===== src/rtl/seg_display_mux_pkg.sv =====
// Shared definitions for the two-digit seven-segment scan multiplexer:
// scan state encoding and segment patterns (bit0=a ... bit6=g).
package seg_display_mux_pkg;

    typedef enum logic [1:0] {
        ST_TENS  = 2'd0,
        ST_GAP_T = 2'd1,
        ST_ONES  = 2'd2,
        ST_GAP_O = 2'd3
    } scan_state_t;

    localparam logic [6:0] SEG_0    = 7'h3F;
    localparam logic [6:0] SEG_1    = 7'h06;
    localparam logic [6:0] SEG_2    = 7'h5B;
    localparam logic [6:0] SEG_3    = 7'h4F;
    localparam logic [6:0] SEG_4    = 7'h66;
    localparam logic [6:0] SEG_5    = 7'h6D;
    localparam logic [6:0] SEG_6    = 7'h7D;
    localparam logic [6:0] SEG_7    = 7'h07;
    localparam logic [6:0] SEG_8    = 7'h7F;
    localparam logic [6:0] SEG_9    = 7'h6F;
    localparam logic [6:0] SEG_DASH = 7'h40;

endpackage


===== src/rtl/seg_display_mux_seg7_decode.sv =====
// BCD digit to seven-segment pattern; non-decimal codes show a dash
// so a corrupted upstream value is visible rather than misleading.
module seg7_decode
    import seg_display_mux_pkg::*;
(
    input  logic [3:0] digit,
    output logic [6:0] seg
);

    always_comb begin
        seg = SEG_DASH;
        case (digit)
            4'd0:    seg = SEG_0;
            4'd1:    seg = SEG_1;
            4'd2:    seg = SEG_2;
            4'd3:    seg = SEG_3;
            4'd4:    seg = SEG_4;
            4'd5:    seg = SEG_5;
            4'd6:    seg = SEG_6;
            4'd7:    seg = SEG_7;
            4'd8:    seg = SEG_8;
            4'd9:    seg = SEG_9;
            default: seg = SEG_DASH;
        endcase
    end

endmodule


===== src/rtl/seg_display_mux.sv =====
// Two-digit multiplexed seven-segment driver with anti-ghosting gaps,
// frame-synchronous input capture, leading-zero blanking and blink.
//
// state    | meaning
// TENS     | tens digit enabled for SCAN_DIV cycles
// GAP_T    | all digits off for GUARD cycles
// ONES     | ones digit enabled for SCAN_DIV cycles
// GAP_O    | all digits off for GUARD cycles; inputs captured on exit
module seg_display_mux
    import seg_display_mux_pkg::*;
#(
    parameter int SCAN_DIV     = 1000,
    parameter int GUARD        = 16,
    parameter int BLINK_FRAMES = 50
)
(
    input  logic       clk_i,
    input  logic       rst_i,
    input  logic [3:0] tens_i,
    input  logic [3:0] ones_i,
    input  logic       blank_lz_i,
    input  logic       blink_i,
    output logic [6:0] seg_o,
    output logic [1:0] dig_o
);

    localparam int CNT_MAX = (SCAN_DIV > GUARD) ? SCAN_DIV : GUARD;
    localparam int CNT_W   = (CNT_MAX > 1) ? $clog2(CNT_MAX) : 1;
    localparam int FRM_W   = (BLINK_FRAMES > 1) ? $clog2(BLINK_FRAMES) : 1;

    localparam logic [CNT_W-1:0] SCAN_LAST  = CNT_W'(SCAN_DIV - 1);
    localparam logic [CNT_W-1:0] GUARD_LAST = CNT_W'(GUARD - 1);
    localparam logic [FRM_W-1:0] FRM_LAST   = FRM_W'(BLINK_FRAMES - 1);

    scan_state_t      state_q, state_d;
    logic [CNT_W-1:0] phase_cnt_q;
    logic [FRM_W-1:0] frame_cnt_q;
    logic [3:0]       tens_q, ones_q;
    logic             blank_lz_q, blink_q, blink_on_q;

    logic             phase_done;
    logic             frame_start;
    logic             blank_tens;
    logic             dark;
    logic [3:0]       digit_sel;
    logic [6:0]       seg_dec;

    seg7_decode u_decode (
        .digit (digit_sel),
        .seg   (seg_dec)
    );

    always_ff @(posedge clk_i) begin
        if (rst_i) begin
            state_q     <= ST_GAP_O;
            phase_cnt_q <= '0;
            frame_cnt_q <= '0;
            tens_q      <= 4'd0;
            ones_q      <= 4'd0;
            blank_lz_q  <= 1'b0;
            blink_q     <= 1'b0;
            blink_on_q  <= 1'b1;
        end else begin
            state_q <= state_d;
            if (phase_done) begin
                phase_cnt_q <= '0;
            end else begin
                phase_cnt_q <= phase_cnt_q + CNT_W'(1);
            end
            // Capture everything at frame start so a frame never mixes old and new values
            if (frame_start) begin
                tens_q     <= tens_i;
                ones_q     <= ones_i;
                blank_lz_q <= blank_lz_i;
                blink_q    <= blink_i;
                if (frame_cnt_q == FRM_LAST) begin
                    frame_cnt_q <= '0;
                    blink_on_q  <= ~blink_on_q;
                end else begin
                    frame_cnt_q <= frame_cnt_q + FRM_W'(1);
                end
            end
        end
    end

    always_comb begin
        state_d     = state_q;
        phase_done  = 1'b0;
        frame_start = 1'b0;
        digit_sel   = tens_q;
        dig_o       = 2'b00;
        seg_o       = 7'h00;
        blank_tens  = blank_lz_q && (tens_q == 4'd0);
        dark        = blink_q && !blink_on_q;

        case (state_q)
            ST_TENS: begin
                phase_done = (phase_cnt_q == SCAN_LAST);
                if (phase_done) state_d = ST_GAP_T;
                if (!dark && !blank_tens) begin
                    dig_o = 2'b10;
                    seg_o = seg_dec;
                end
            end
            ST_GAP_T: begin
                phase_done = (phase_cnt_q == GUARD_LAST);
                if (phase_done) state_d = ST_ONES;
            end
            ST_ONES: begin
                phase_done = (phase_cnt_q == SCAN_LAST);
                digit_sel  = ones_q;
                if (phase_done) state_d = ST_GAP_O;
                if (!dark) begin
                    dig_o = 2'b01;
                    seg_o = seg_dec;
                end
            end
            ST_GAP_O: begin
                phase_done  = (phase_cnt_q == GUARD_LAST);
                frame_start = phase_done;
                if (phase_done) state_d = ST_TENS;
            end
            default: state_d = ST_GAP_O;
        endcase
    end

endmodule


===== config.mk =====
export PLATFORM = sky130hd
export DESIGN_NAME = seg_display_mux
export DESIGN_NICKNAME = d
export VERILOG_FILES = /design/src/rtl/seg_display_mux_pkg.sv /design/src/rtl/seg_display_mux_seg7_decode.sv /design/src/rtl/seg_display_mux.sv
export SDC_FILE = /design/constraint.sdc
export NUM_CORES = 1
export LEC_CHECK = 0
export CORE_MARGIN = 2
export CORE_UTILIZATION = 45
export CTS_CLUSTER_DIAMETER = 120
export DETAILED_ROUTE_END_ITERATION = 16
export PLACE_DENSITY_LB_ADDON = 0.25
export SLEW_MARGIN = 5
export SYNTH_ARGS = -nofsm -noshare
export SYNTH_HDL_FRONTEND = slang
export SYNTH_SLANG_ARGS = --single-unit

===== constraint.sdc =====
create_clock -name clk_i -period 7.6 [get_ports clk_i]
set_clock_uncertainty 0.1 [all_clocks]
set_input_delay 1.52 -clock clk_i [delete_from_list [all_inputs] [get_ports clk_i]]
set_output_delay 1.52 -clock clk_i [all_outputs]
set_load 0.01 [all_outputs]

* Word level (Yosys, flattened, before mapping)
Memories as Yosys holds them, arrays and structs flattened.
Cells that the tools add are included.
Widths: inputs -> output; s select.
** Storage, ports and cells
- Logic and storage cells :: 50
- RAM bits :: 0
- Latch bits :: 0
- Register bits after elaboration :: 29
- Memories kept :: 1
- Output and inout bits :: 9
- Memory bits (read-only) :: 112
** Memories
- (no name shown) :: depth 16, width 7, read ports 1, clocked after Yosys merged registers in 0, wr ports 0, line seg_display_mux_seg7_decode.sv:12 : case (digit)
** Operators by class
- Equality and inequality tests :: 10
- Shift-type cells :: 0
- Bitwise logic cells :: 1
- Reductions and logical operators :: 13
- $add $sub $neg :: 2
- $lt $le $gt $ge :: 0
- $mul :: 0
- Div/mod/pow operators :: 0
- Multiplexer cells :: 15
** Operator list (count)
- $mux 7 :: 2
- $pmux 7 s2 :: 1
- $add 10x1->10 const B :: 1
- $eq 10x10->1 const B :: 1
- $eq 10x4->1 const B :: 1
- $mux 2 :: 5
- $ne 2x2->1 const B :: 4
- $pmux 2 s4 :: 1
- $add 6x1->6 const B :: 1
- $eq 6x6->1 const B :: 1
- $mux 6 :: 1
- $reduce_or 2->1 :: 3
- $eq 2x2->1 const B :: 2
- $logic_not 4->1 :: 1
- $mux 4 :: 1
- $pmux 2 s2 :: 1
- $reduce_and 4->1 :: 1
- $logic_and 1x1->1 :: 3
- $logic_not 1->1 :: 3
- $eq 2x1->1 const B :: 1
- $logic_not 2->1 :: 1
- $mux 1 :: 2
- $pmux 1 s2 :: 1
- $reduce_and 2->1 :: 1
- $not 1->1 :: 1

* Longest topological paths before layout
Gate-level depths: netlist of run 1.
- Word-level depth :: 6
- Depth in mapped cells :: 9
- Gate-level depth less buffers :: 8

* Cells and area by module
A second synthesis of run 1 with hierarchy kept.
** Unflattened totals
- Cells, all modules :: 190
- Area, all modules :: 1705.4 µm²
** Modules (own cells, without submodules)
- seg_display_mux :: area each 1480.2 µm², instances 1, cells each 161
- seg7_decode :: area each 225.2 µm², instances 1, cells each 29

* Worst setup path before layout of run 1
Ideal clock, no wire load.
- Kind :: reg2out
- Start :: register state_q[0]
- End :: output seg_o[3]
- Data required time :: 5980 ps
- Setup slack :: 3975 ps
- Stages on the path, launching flop included :: 8
- Arrival time :: 2005 ps
- Path buffers :: 1
- Path through :: dfxtp_1 -> inv_1 -> ha_1 -> clkbuf_1 -> mux2_2 -> ha_1 -> mux2_2 -> a21oi_1
** On the way
- Longest elaborated chain between the ends :: 5
- Elaborated cells between the ends (all ways) :: 7
- Those cells by class :: 1 x eq/ne; 4 x mux; 1 x reduce/logical; 1 x memory
** RTL lines
- start: declaration :: line seg_display_mux.sv:35 : scan_state_t state_q, state_d;
- start signal: assignment :: line seg_display_mux.sv:64 : state_q <= state_d;
- $eq 2x2->1 :: line seg_display_mux.sv:96 : case (state_q)
- $mux 4 :: line seg_display_mux.sv:96
- $mem_v2 16x7
- $mux 7 (on tied branches) :: line seg_display_mux.sv:113, seg_display_mux.sv:100
- $pmux 7 s2 * :: line seg_display_mux.sv:96
- end: declaration :: line seg_display_mux.sv:23 : output logic [6:0] seg_o,
Mark *: on every way between the ends. The rest lies on a longest branch, timed or not.

* Worst setup path after layout of run 1
- Start :: register state_q[0]
- End :: output seg_o[2]
Same word-level chain as after synthesis.

==> impl_results.md, run 1 <==
* M2 GR Usage at 29.6%
* H-tree depth at 2
* Clk_lat worst skew at 0.32 ns
* Critical Path Max Stage Delay at 0.61 ns
* Die height at 62.8 µm
* # DRC at 0
* Layout cells sized above 1 at 8.04%
* Hold Crit Class: reg2reg
* Tightest Pin Transition at 0.949 ns
* Cell family contributing the most delay on the critical path: buffers and inverters
* First DRT Iteration DRCs at 15
* # IOs at 21
* Async SR Flop Fraction at 0%
* Initial antenna violation count at 0
* DP HPWL at 2340 µm
* Total die area at 3940 µm²
* Post-synth top flop: dfxtp_1
* Max Fclk at 222 MHz
* Slowest cell on crit path: mux2i_1
* Hold-fix buffers, CTS at 0
* Pin count of the biggest net entering global routing at 18
* Hold Startpoint: phase_cnt_q[0]$_SDFF_PP0_
* Worst-path clk slew at 0.08 ns
* Setup total negative slack at 0 ns
* RSZ-0062 raised after global routing: false
* Wirelength per Cell at 12.7 µm
* Worst slew margin at 36.5%
* CTS root buf: clkbuf_4
* Max_cap viols at 0
* Chip width at 62.8 µm
* Vias in the first global route at 1181
* Worst vdd ir at 0.000133 V
* EDFF count, synth at 0
* Net Sw Frac at 31.5%
* Global-route wire length before repair at 5300 µm
* Worst R2R Start: phase_cnt_q[0]$_SDFF_PP0_
* CP endpoint kind: output port
* DP Cell Count at 239
* Final min period at 4.50 ns
* Status: completed
* Placed Area at 1800 µm²
* Setup Buffers After CTS at 0
* GR Layer Usage met3 at 5.77%
* Setup-failing EPs final at 0
* Psw at 120 µW
* Total track usage at 17.1%
* P&R area growth vs syn at 18.3%
* Cells on worst reg2reg path at 5
* Leakage power at 0.000769 µW
* YS warnings at 0
* Hold depth at 1
* Most used routing layer: met2
* Minimum setup slack among reg-to-reg paths at 4.83 ns
* Final Power at 381 µW
* Crit Path Max Fanout at 10
* GRT overflow at 0
* CTS tree: built
* Clock Path Buffers at 2
* Hold Vio Cnt, Final at 0
* Effective utilization at floorplan at 46.6%
* DR vias/cell at 5.22
* Routed Antenna Nets at 0
* Post_cts resized at 0
* Syn_nets at 200
* Post-Layout Cell Count at 245
* Reg power frac at 44.6%
* Mapped Area at 1560 µm²
* Routed vias at 1279
* Share of power burned in the clock network at 21.2%
* Port buffer count at 20
* Final Cell Area at 1840 µm²
* Sequential cell area fraction in the yosys report at 37.3%
* Fin crit share at 59.2%
* TritonCTS Buffers at 5
* R2r endpoint: blink_on_q$_SDFFE_PP1P_
* Core Area at 3340 µm²
* # clock sinks at 29
* CP cell instances: inv_1 -> ha_1 -> mux2i_1 -> o221ai_1 -> a31oi_1 -> clkdlybuf4s50_1
* WP buf/inv at 2
* Crit start category: flip-flop
* First-pass DRT Iterations at 4
* Worst setup path category: reg2out
* Hold Crit Endpoint: phase_cnt_q[0]$_SDFF_PP0_
* Power Density at 207 nW/µm²
* Arr. time, crit path at 2.88 ns
* Seq cells post-synth at 29
* Syn avg cell area at 8.79 µm²
* Final Slew Violations at 0
* Internal power at 260 µW
* Cells after Synth at 177
* GPL Wtd Cong at 0.788
* Final Net Count at 223
* Filler cell count at 334
* GR Layer Usage met1 at 19.4%
* Cell variety after synth at 33
* Row cnt at 21
* Antenna diodes at 0
* Total Wirelength at 3120 µm
* Worst hold slack at 0.362 ns
* Worst endpoint required time at 5.98 ns
* Comb power frac at 34.2%
==> placed cells by master (no fill, tap or decap), types with 2 or more instances in the layout <==
cell type | netlist | final
a21oi_1 | 9 | 9
o21ai_0 | 3 | 3
clkdlybuf4s50_1 | 0 | 20
nand2_1 | 7 | 7
mux2_2 | 4 | 4
nor3_1 | 4 | 4
a31oi_1 | 2 | 2
ha_1 | 11 | 11
or3_1 | 2 | 2
o21bai_1 | 3 | 3
dfxtp_1 | 29 | 29
and3_1 | 2 | 2
mux2i_1 | 14 | 14
nand2b_1 | 2 | 2
nor2_1 | 34 | 34
xor2_1 | 5 | 5
xnor2_1 | 7 | 7
nor4_1 | 4 | 4
nand3_1 | 4 | 4
and2_1 | 2 | 2
nand4_1 | 5 | 5
or2_2 | 3 | 3
clkbuf_4 | 0 | 5
or4_4 | 2 | 2
inv_1 | 7 | 7
==> synth_stat cells (2+ instances only) <==
| cell type | instances | area (µm²) |
|---|---|---|
| inv_1 | 7 | 26.3 |
| nand2_1 | 7 | 26.3 |
| nand3_1 | 4 | 20.0 |
| and3_1 | 2 | 12.5 |
| and2_1 | 2 | 12.5 |
| ha_1 | 11 | 138 |
| mux2i_1 | 14 | 140 |
| a31oi_1 | 2 | 12.5 |
| nor2_1 | 34 | 128 |
| xnor2_1 | 7 | 61.3 |
| clkbuf_1 | 3 | 11.3 |
| dfxtp_1 | 29 | 581 |
| nor4_1 | 4 | 25.0 |
| o21bai_1 | 3 | 22.5 |
| or2_2 | 3 | 18.8 |
| o21ai_0 | 3 | 15.0 |
| xor2_1 | 5 | 43.8 |
| nor3_1 | 4 | 20.0 |
| or4_4 | 2 | 22.5 |
| nand2b_1 | 2 | 12.5 |
| a21oi_1 | 9 | 45.0 |
| or3_1 | 2 | 12.5 |
| nand4_1 | 5 | 31.3 |
| mux2_2 | 4 | 45.0 |
==> metal layers <==
layer  part of all wire (%)  routed length [µm]
met2                     48                1500
met4                   0.99                  31
met5                      0                   0
met3                    3.6                 113
met1                     47                1470
==> how the worst max path moves through the flow <==
| stage | to | depth (start not counted) | slack [ns] | from |
|---|---|---|---|---|
| floorplan | seg_o[3] | 7 | 3.97 | state_q[0]$_SDFFE_PP1P_ |
| global placement | seg_o[3] | 6 | 3.55 | state_q[0]$_SDFFE_PP1P_ |
| detailed placement | seg_o[2] | 6 | 3.49 | state_q[0]$_SDFFE_PP1P_ |
| CTS | seg_o[3] | 6 | 3.11 | state_q[0]$_SDFFE_PP1P_ |
| global route | seg_o[3] | 6 | 2.89 | state_q[0]$_SDFFE_PP1P_ |
| finish | seg_o[2] | 6 | 3.10 | state_q[0]$_SDFFE_PP1P_ |
==> metrics by stage <==
step | setup slack (ns) | utilization [%]
detailed placement | 3.49 | 53.8
floorplan | 3.97 | -
CTS | 3.11 | 55.1
finish | 3.10 | 55.1
global route | 2.89 | 55.1
global placement | 3.55 | 53.8
==> power by group through the flow <==
stage               Sequential (µW)  Clock [µW]  Combinational, µW
floorplan                       171           0               77.5
finish                          170        80.6                130
detailed placement              173           0                131
global placement                172           0                126
CTS                             170        83.7                131
global route                    172        92.0                143
==> logic make-up after synthesis <==
logic type | count (synthesis) | share of synthesized area, %
xor+xnor | 12 | 6.76
mux | 18 | 11.9
flops | 29 | 37.3
buf+inv | 11 | 2.74
fa+ha+maj | 11 | 8.85
compound gates | 22 | 8.93
simple gates | 74 | 23.5
==> flip-flops by register name, indices dropped and copies added, names as in the netlist <==
name,flops
phase_cnt_q,10
frame_cnt_q,6
ones_q,4
state_q,2
blink_on_q,1
blink_q,1
tens_q,4
blank_lz_q,1
==> final cells by class <==
class,count,area [µm²],area share (%)
multi-input combinational,137,932,50.7
sequential,29,581,31.6
timing repair buffer,20,200,10.9
tap,46,57.6,3.13
clock buffer,5,37.5,2.04
inverter,7,26.3,1.43
clock inverter,1,5.00,0.272
==> worst reg2reg max path: cells and delay by family, from the launching register on <==
| family | cells | cell delay (ns) |
|---|---|---|
| compound gates | 1 | 0.38 |
| fa+ha+maj | 1 | 0.26 |
| flops | 1 | 0.37 |
| simple gates | 3 | 1.55 |
Power figures use the tool's default switching activity.
==> inputs of run 2 (changes only) <==
- clock period: 7.6 -> 3.8 ns (I/O delays scaled with it)
==> run 2 against run 1 <==
  * Cell count rose by 1.6%
  * Sequential share of layout area is 0.69 points lower
  * Utilization increased by 1.2 points
  * Setup slack lost 2.9 ns
  * Clock power up 130%
  * Via count increased by 1.3%
  * Die area did not move
  * Critical path depth rose by 1
  * Critical path type unchanged
  * Flip-flop and latch count is the same
  * Final area up 2.2%
  * Combinational power grew 100%
  * Hold slack lost 0.014 ns
==> impl_results.md, run 2 (same netlist as run 1, synthesis figures left out) <==
* Status: completed
* Comb power frac at 33.5%
* # clock sinks at 29
* Chip width at 62.8 µm
* Max Fclk at 276 MHz
* Row cnt at 21
* Total die area at 3940 µm²
* Worst setup path category: reg2out
* Final min period at 3.62 ns
* Hold-fix buffers, CTS at 0
* Total track usage at 17.3%
* Most used cell, CP: mux2_2
* Final Util at 56.4%
* GRT overflow at 0
* DR vias/cell at 5.20
* Effective utilization at floorplan at 46.6%
* Core Area at 3340 µm²
* GR Layer Usage met3 at 3.24%
* Psw at 240 µW
* Reg power frac at 43.1%
* Routed vias at 1295
* TritonCTS Buffers at 5
* Total Wirelength at 3090 µm
* Power Density at 417 nW/µm²
* Worst-path clk slew at 0.08 ns
* Worst slew margin at 54.7%
* Die height at 62.8 µm
* Fin crit share at 95.3%
* Final Slew Violations at 0
* Wirelength per Cell at 12.4 µm
* Filler cell count at 344
* CP endpoint kind: output port
* Hold Crit Class: reg2reg
* CTS root buf: clkbuf_4
* Slowest cell on crit path: clkdlybuf4s50_1
* Top reg by flops: phase_cnt_q
* Place WS at 0.408 ns
* Share of power burned in the clock network at 23.3%
* # IOs at 21
* Crit start category: flip-flop
* # DRC at 0
* Worst endpoint required time at 2.94 ns
* First DRT Iteration DRCs at 57
* Critical Path Max Stage Delay at 0.55 ns
* Most frequent cells in the layout: 34 x nor2_1, 29 x dfxtp_1, 20 x clkdlybuf4s50_1, 13 x mux2i_1, 10 x ha_1
* Worst vdd ir at 0.000247 V
* Vias in the first global route at 1295
* Max_cap viols at 0
* Crit Path Max Fanout at 10
* RSZ-0062 raised after global routing: false
* Final Power at 785 µW
* Placed Area at 1820 µm²
* Clk_lat worst skew at 0.32 ns
* GPL Wtd Cong at 0.743
* Final Net Count at 226
* Final worst-path setup slack at 0.177 ns
* First-pass DRT Iterations at 4
* Tightest Pin Transition at 0.679 ns
* Global-route wire length before repair at 5420 µm
* DP HPWL at 2380 µm
* Commonest non-fill, non-tap cell in the layout: nor2_1
* Routed Antenna Nets at 0
* Initial antenna violation count at 0
* Port buffer count at 20
* Hold Vio Cnt, Final at 0
* Pin count of the biggest net entering global routing at 18
* Clock Path Buffers at 2
* CP cell instances: inv_1 -> ha_2 -> mux2_2 -> ha_1 -> mux2_2 -> a21oi_1 -> clkdlybuf4s50_1
* P&R area growth vs syn at 20.9%
* GR Layer Usage met1 at 19.0%
* Most used routing layer: met2
* Leakage power at 0.000784 µW
* Setup-failing EPs final at 0
* Net Sw Frac at 30.5%
* CTS tree: built
* Antenna diodes at 0
* M2 GR Usage at 31.3%
* H-tree depth at 2
* Layout cells sized above 1 at 10.3%
* Biggest regs: phase_cnt_q (10), frame_cnt_q (6)
* Arr. time, crit path at 2.76 ns
* Max reg flops at 10
* Internal power at 545 µW
* Final Cell Area at 1880 µm²
* Setup total negative slack at 0 ns
[run 2: cell type report]
cell class | instances | area, µm² | area share, %
well taps | 46 | 57.6 | 3.06
multi-input cells | 137 | 938 | 49.9
inverters | 7 | 26.3 | 1.40
repair buffers | 23 | 223 | 11.8
flip-flops and latches | 29 | 581 | 30.9
clock buffers | 7 | 55.1 | 2.93
[run 2: worst paths after layout]
kind	startpoint	to	slack, ns	cells after the start
worst min-delay path	phase_cnt_q[0]$_SDFF_PP0_	phase_cnt_q[0]$_SDFF_PP0_	0.35	1
worst max register to register	phase_cnt_q[4]$_SDFF_PP0_	frame_cnt_q[5]$_SDFFE_PP0P_	1.70	4
worst min register to register	phase_cnt_q[0]$_SDFF_PP0_	phase_cnt_q[0]$_SDFF_PP0_	0.35	1
worst max-delay path	state_q[0]$_SDFFE_PP1P_	seg_o[3]	0.18	7
[run 2: power by group through the flow]
stage | logic [µW] | registers (µW) | clock network, µW
2_1_floorplan | 155 | 342 | 0
3_3_place_gp | 253 | 344 | 0
3_5_place_dp | 262 | 346 | 0
4_1_cts | 262 | 339 | 191
5_1_grt | 293 | 342 | 203
6_report | 263 | 338 | 183
[run 2: stage by stage]
stage / hold slack [ns] / cells
floorplan: 0.318 / 177
detailed placement: 0.336 / 242
finish: 0.348 / 249
global placement: 0.333 / 242
CTS: 0.352 / 249
global route: 0.378 / 249
[run 2: critical path: cells and delay by family, from the launching register on]
family,cells,cell delay (ns)
adder cells (fa/ha/maj),2,0.64
buffers and inverters,2,0.64
flip-flops,1,0.35
AO/OA/AOI/OAI,1,0.14
multiplexers,2,0.67
[run 2: metal layers]
metal / up-vias / wire length, µm
met5: - / 0
met4: 0 / 50
met3: 5 / 94
met2: 22 / 1570
met1: 597 / 1370
li1: 671 / -
[run 2: repair_timing]
action / CTS / global route
setup buffers: 0 / 0
resized for setup: 0 / 2
endpoints found under the setup margin: 0 / 4
